### config.mk
export PLATFORM = sky130hd
export DESIGN_NAME = pic_controller
export DESIGN_NICKNAME = d
export VERILOG_FILES = /design/src/rtl/pic_controller.sv
export SDC_FILE = /design/constraint.sdc
export NUM_CORES = 1
export LEC_CHECK = 0
export CORE_ASPECT_RATIO = 1.1
export CORE_MARGIN = 2
export CORE_UTILIZATION = 25
export CTS_BUF_LIST = sky130_fd_sc_hd__clkbuf_8
export DETAILED_ROUTE_END_ITERATION = 7
export GPL_TIMING_DRIVEN = 0
export PLACE_DENSITY = 0.57
export SLEW_MARGIN = 30
export SYNTH_ARGS = -nofsm -noshare
export SYNTH_HDL_FRONTEND = slang
export SYNTH_SLANG_ARGS = --single-unit
### constraint.sdc
create_clock -name clk -period 5.1 [get_ports clk]
set_input_delay 1.02 -clock clk [delete_from_list [all_inputs] [get_ports clk]]
set_output_delay 1.02 -clock clk [all_outputs]
set_load 0.01 [all_outputs]
### src/rtl/pic_controller.sv
// Programmable 8-line interrupt controller: latches requests, applies mask and
// in-service nesting, drives INT and returns a vector on intack.
module pic_controller #(
  parameter logic [7:0]  EDGE_MODE    = 8'hFF,
  parameter logic [15:0] SPURIOUS_VEC = 16'h0007
) (
  input  logic        clk,
  input  logic        rst,
  input  logic [7:0]  irq,
  input  logic        intack,
  output logic        INT,
  output logic [15:0] vector,
  input  logic [1:0]  reg_sel,
  input  logic        reg_wt,
  input  logic [15:0] reg_wdata,
  output logic [15:0] reg_rdata
);

  localparam logic [1:0] SEL_MASK = 2'd0;
  localparam logic [1:0] SEL_PEND = 2'd1;
  localparam logic [1:0] SEL_ISR  = 2'd2;
  localparam logic [1:0] SEL_CMD  = 2'd3;

  // Isolates the lowest set bit (highest priority) as a one-hot value.
  function automatic logic [7:0] lowest_bit(input logic [7:0] v);
    return v & (~v + 8'd1);
  endfunction

  function automatic logic [2:0] lowest_idx(input logic [7:0] v);
    logic [2:0] idx;
    idx = 3'd0;
    for (int i = 7; i >= 0; i--) begin
      if (v[i]) begin
        idx = i[2:0];
      end
    end
    return idx;
  endfunction

  logic [7:0]  mask_q, mask_d;
  logic [7:0]  pend_q, pend_d;
  logic [7:0]  isr_q, isr_d;
  logic [7:0]  irq_q;
  logic        ack_q;
  logic [15:0] vec_q, vec_d;

  logic [7:0]  pend_eff_s;
  logic [7:0]  allow_s;
  logic [7:0]  elig_s;
  logic        any_elig_s;
  logic [2:0]  win_s;
  logic        ack_fire_s;
  logic [15:0] live_vec_s;
  logic [7:0]  ack_set_s;
  logic [7:0]  pend_clr_s;
  logic [7:0]  eoi_clr_s;
  logic        unused_wdata_s;

  assign unused_wdata_s = ^reg_wdata[15:11];

  // Eligibility, winner selection and acknowledge detection.
  always_comb begin
    pend_eff_s = (pend_q & EDGE_MODE) | (irq & ~EDGE_MODE);
    // lowest_bit(isr)-1 masks indices below the in-service level; wraps to all-ones when isr=0
    allow_s    = lowest_bit(isr_q) - 8'd1;
    elig_s     = pend_eff_s & ~mask_q & allow_s;
    any_elig_s = |elig_s;
    win_s      = lowest_idx(elig_s);
    ack_fire_s = intack & ~ack_q;
    if (any_elig_s) begin
      live_vec_s = {13'd0, win_s};
    end else begin
      live_vec_s = SPURIOUS_VEC;
    end
    if (ack_fire_s && any_elig_s) begin
      ack_set_s = lowest_bit(elig_s);
    end else begin
      ack_set_s = 8'd0;
    end
  end

  // Next-state for mask, pending, in-service and captured vector.
  always_comb begin
    mask_d     = mask_q;
    pend_clr_s = ack_set_s;
    eoi_clr_s  = 8'd0;
    if (reg_wt) begin
      case (reg_sel)
        SEL_MASK: mask_d = reg_wdata[7:0];
        SEL_PEND: pend_clr_s = ack_set_s | reg_wdata[7:0];
        SEL_ISR:  mask_d = mask_q;
        SEL_CMD: begin
          if (reg_wdata[1]) begin
            eoi_clr_s = 8'd1 << reg_wdata[10:8];
          end else if (reg_wdata[0]) begin
            eoi_clr_s = lowest_bit(isr_q);
          end else begin
            eoi_clr_s = 8'd0;
          end
        end
        default: mask_d = mask_q;
      endcase
    end else begin
      mask_d = mask_q;
    end
    // A fresh rising edge beats a same-cycle clear
    pend_d = ((pend_q & ~pend_clr_s) | (irq & ~irq_q)) & EDGE_MODE;
    isr_d  = (isr_q & ~eoi_clr_s) | ack_set_s;
    if (ack_fire_s) begin
      vec_d = live_vec_s;
    end else begin
      vec_d = vec_q;
    end
  end

  // State registers with synchronous reset.
  always_ff @(posedge clk) begin
    if (rst) begin
      mask_q <= 8'hFF;
      pend_q <= 8'h00;
      isr_q  <= 8'h00;
      irq_q  <= 8'h00;
      ack_q  <= 1'b0;
      vec_q  <= SPURIOUS_VEC;
    end else begin
      mask_q <= mask_d;
      pend_q <= pend_d;
      isr_q  <= isr_d;
      irq_q  <= irq;
      ack_q  <= intack;
      vec_q  <= vec_d;
    end
  end

  // CPU-facing outputs and register read mux.
  always_comb begin
    INT = any_elig_s;
    if (ack_fire_s) begin
      vector = live_vec_s;
    end else begin
      vector = vec_q;
    end
    case (reg_sel)
      SEL_MASK: reg_rdata = {8'd0, mask_q};
      SEL_PEND: reg_rdata = {8'd0, pend_eff_s};
      SEL_ISR:  reg_rdata = {8'd0, isr_q};
      SEL_CMD:  reg_rdata = {12'd0, any_elig_s, win_s};
      default:  reg_rdata = 16'd0;
    endcase
  end

endmodule

==> flow_summary.yaml, run 1 <==
sta:
  hold_viol_final: 0
  setup_tns_ns: 0
  fmax_ghz: 0.225
  tightest_slew_ns: 0.719
  setup_viol: 0
  fin_worst_skew_ns: 0.0119
  fin_ws_ns: 0.655
  rsz0062_at_grt: "no"
  drv_slew: 0
  period_needed_ns: 4.44
  max-slew-margin-rel_pct: 52.0
  fin_crit_sh_pct: 87.2
logic_synthesis:
  synthCells: 274
  synth_top_cell_by_area: "dfxtp_1"
  syn_area_um2: 2380
  ys_ff_latch: 49
  synthTopCellsByArea: "dfxtp_1 (41%), mux2i_1 (4.6%), nor2b_1 (4.5%), nand2_1 (3.9%), and2_1 (3.7%)"
  yosysSeqAreaShare_pct: 41.2
  synth_edf_count: 0
  synthArstFlopShare_pct: 0
  ys.flop_type: "dfxtp_1"
  yosys_warnings: 0
  synth_cell_types: 52
  synth_top_area_share_pct: 41.2
  syn_avg_cell_area_um2: 8.69
pwr:
  ir_drop_uv: 114
  p_total_mw: 0.816
  power_leakage_nw: 1.21
  powerDensity_nw_per_um2: 261
die:
  dieArea_um2: 10300
  initial_core_util_pct: 25.6
  fp-row-count: 37
  coreArea_um2: 9310
  die_h_um: 106
  die_width_um: 97.0
  pin_count: 63
cells_and_area:
  nets: 365
  area_delta_synth_final_pct: 31.4
  drive_above_1_share_pct: 7.16
  final_util_pct: 33.6
  fillers: 974
  diodes: 0
clocking:
  path_clk_slew_ns: 0.09
  clock-sinks: 49
  cts_hold_repair.buffers: 0
  clk_path_buf_depth: 2
  clkLatencyLatePin_ns: 0.31
  cts_setup_buffers: 0
  cts_buffers: 5
  cts_root_buf: "clkbuf_8"
  cts-resized-gates: 0
  cts_tree: "yes"
  h-tree-depth: 2
placement:
  dp_slack_ns: 0.728
  hpwl_um: 4800
  place_congestion: 0.902
  portBuffers: 47
routing:
  drt_iter0_markers: 116
  wire_per_inst_um: 14.4
  antenna_left: 0
  routed_wl_um: 6530
  drt_first_pass_iters: 4
  routed_via_density: 4.84
  remaining_drc_errors: 0
  vias: 2188
setup_path:
  endpoint_kind: "output pin"
  worstSetupEndpoint: "reg_rdata[0]"
  r2r_slack_ns: 2.92
  r2r-end: "vec_q[2]"
  cp_max_fo: 10
  worstRegToRegCells: 7
  cp.required_ns: 4.08
  critPathLaunchType: "input pin"
  regToRegStartpoint: "isr_q[0]"
  critPathKind: "input pin to output pin"
  crit_start: "reg_sel[1]"
  arrival_ns: 3.42
job:
  max_cap_viol_count: 0
grt:
  track_usage_pct: 12.8
  grt_pass1_wl_um: 10700
  antenna_found_initial: 0
  grt_max_degree: 15
  grt-ovfl-total: 0
  first_global_vias: 2054
worst_hold_path:
  min_path_type: "flop to flop"
status:
  status: "complete, no violations"
final cells by class:
class | instances | area [µm²] | share of cell area [%]
multi-input combinational | 194 | 1240 | 39.8
clock buffer | 5 | 68.8 | 2.20
buffer | 25 | 133 | 4.24
timing repair buffer | 47 | 470 | 15.0
tap | 117 | 146 | 4.68
inverter | 13 | 48.8 | 1.56
sequential | 49 | 981 | 31.4
clock inverter | 2 | 35.0 | 1.12
cells in the mapped netlist, types with 3 or more instances:
library cell / number
o32a_1: 3
nor3b_1: 4
clkbuf_1: 14
dfxtp_1: 49
nand2b_1: 5
nand3_1: 3
nor2_1: 10
a21boi_0: 3
a32o_1: 3
buf_4: 8
a21oi_1: 13
nand2_1: 25
mux2i_1: 11
nand4_1: 3
and2_1: 14
nor3_1: 4
o21ai_1: 3
and3_1: 14
nor2b_1: 17
o21ai_0: 11
a31oi_1: 5
inv_1: 12
a32oi_1: 3
power breakdown:
group | leakage (nW) | internal [mW] | switching, mW
sequential | 0.401 | 0.396 | 0.00884
clock | 0.0540 | 0.143 | 0.133
combinational | 0.753 | 0.0687 | 0.0658
cells in the final DEF, fill, tap and decap left out, types with 5 or more instances in the layout:
cell	Yosys	layout
a21oi_1	13	13
a31oi_1	5	5
and2_1	14	14
and3_1	14	14
buf_4	8	8
clkbuf_1	14	14
clkbuf_8	0	5
clkdlybuf4s50_1	0	47
conb_1	1	8
dfxtp_1	49	49
inv_1	12	12
mux2i_1	11	11
nand2_1	25	25
nand2b_1	5	5
nor2_1	10	10
nor2b_1	17	17
o21ai_0	11	11
critical path, cell delays in order:
cell	delay [ns]
clkdlybuf4s50_1	0.63
clkbuf_1	0.43
nor2b_1	0.45
a222oi_1	0.16
o21ai_1	0.15
clkdlybuf4s50_1	0.58
cell families (layout without fill, tap and decap cells):
logic type,after synthesis,after routing,synth area share (%)
multiplexers,13,13,6.52
other,1,8,0.158
buffers and inverters,38,92,7.62
AO/OA/AOI/OAI,62,62,18.0
AND/OR/NAND/NOR,111,111,26.4
flip-flops,49,49,41.2
routing by layer:
| layer | part of all wire, % | GRT usage (%) | vias to the layer above |
|---|---|---|---|
| li1 | - | - | 1077 |
| met4 | 1.7 | 3.92 | 0 |
| met3 | 5.7 | 2.43 | 12 |
| met2 | 43 | 19.4 | 74 |
| met5 | 0 | 0 | - |
| met1 | 49 | 18.2 | 1025 |
sequential cells by signal (all words and copies together) (netlist names):
register / flops
ack_q: 1
irq_q: 8
isr_q: 8
mask_q: 8
pend_eff_s: 8
vec_q: 16
stage by stage:
stage	hold slack [ns]	cell area, µm²	std cells
6_report	0.482	3130	452
5_1_grt	0.494	3130	452
4_1_cts	0.483	3130	452
3_5_place_dp	0.462	3020	445
3_3_place_gp	0.455	3020	445
2_1_floorplan	0.444	2410	281
how the worst min path moves through the flow:
stage | startpoint | to | slack, ns | cells past startpoint
3_5_place_dp | vec_q[10] | vec_q[10] | 0.46 | 1
5_1_grt | vec_q[13] | vec_q[13] | 0.49 | 1
4_1_cts | vec_q[3] | vec_q[3] | 0.48 | 1
6_report | vec_q[3] | vec_q[3] | 0.48 | 1
2_1_floorplan | vec_q[10] | vec_q[10] | 0.44 | 1
3_3_place_gp | irq_q[5] | pend_eff_s[5] | 0.46 | 2
Power figures use the tool's default switching activity.
==> inputs of run 2 (changes only) <==
HOLD_SLACK_MARGIN = 0.08   (was default)
clock period = 5.75 ns   (was 5.1 ns; I/O delays follow)
==> results of run 2 <==
The final DEF is identical to that of run 1. Status: complete, no violations.
Among the figures that moved: setup slack after placement 0.728 ns -> 1.12 ns; setup slack after layout 0.655 ns -> 1.05 ns; register-to-register setup slack 2.92 ns -> 3.57 ns; total power 0.816 mW -> 0.723 mW; worst IR drop on VDD 114 µV -> 101 µV
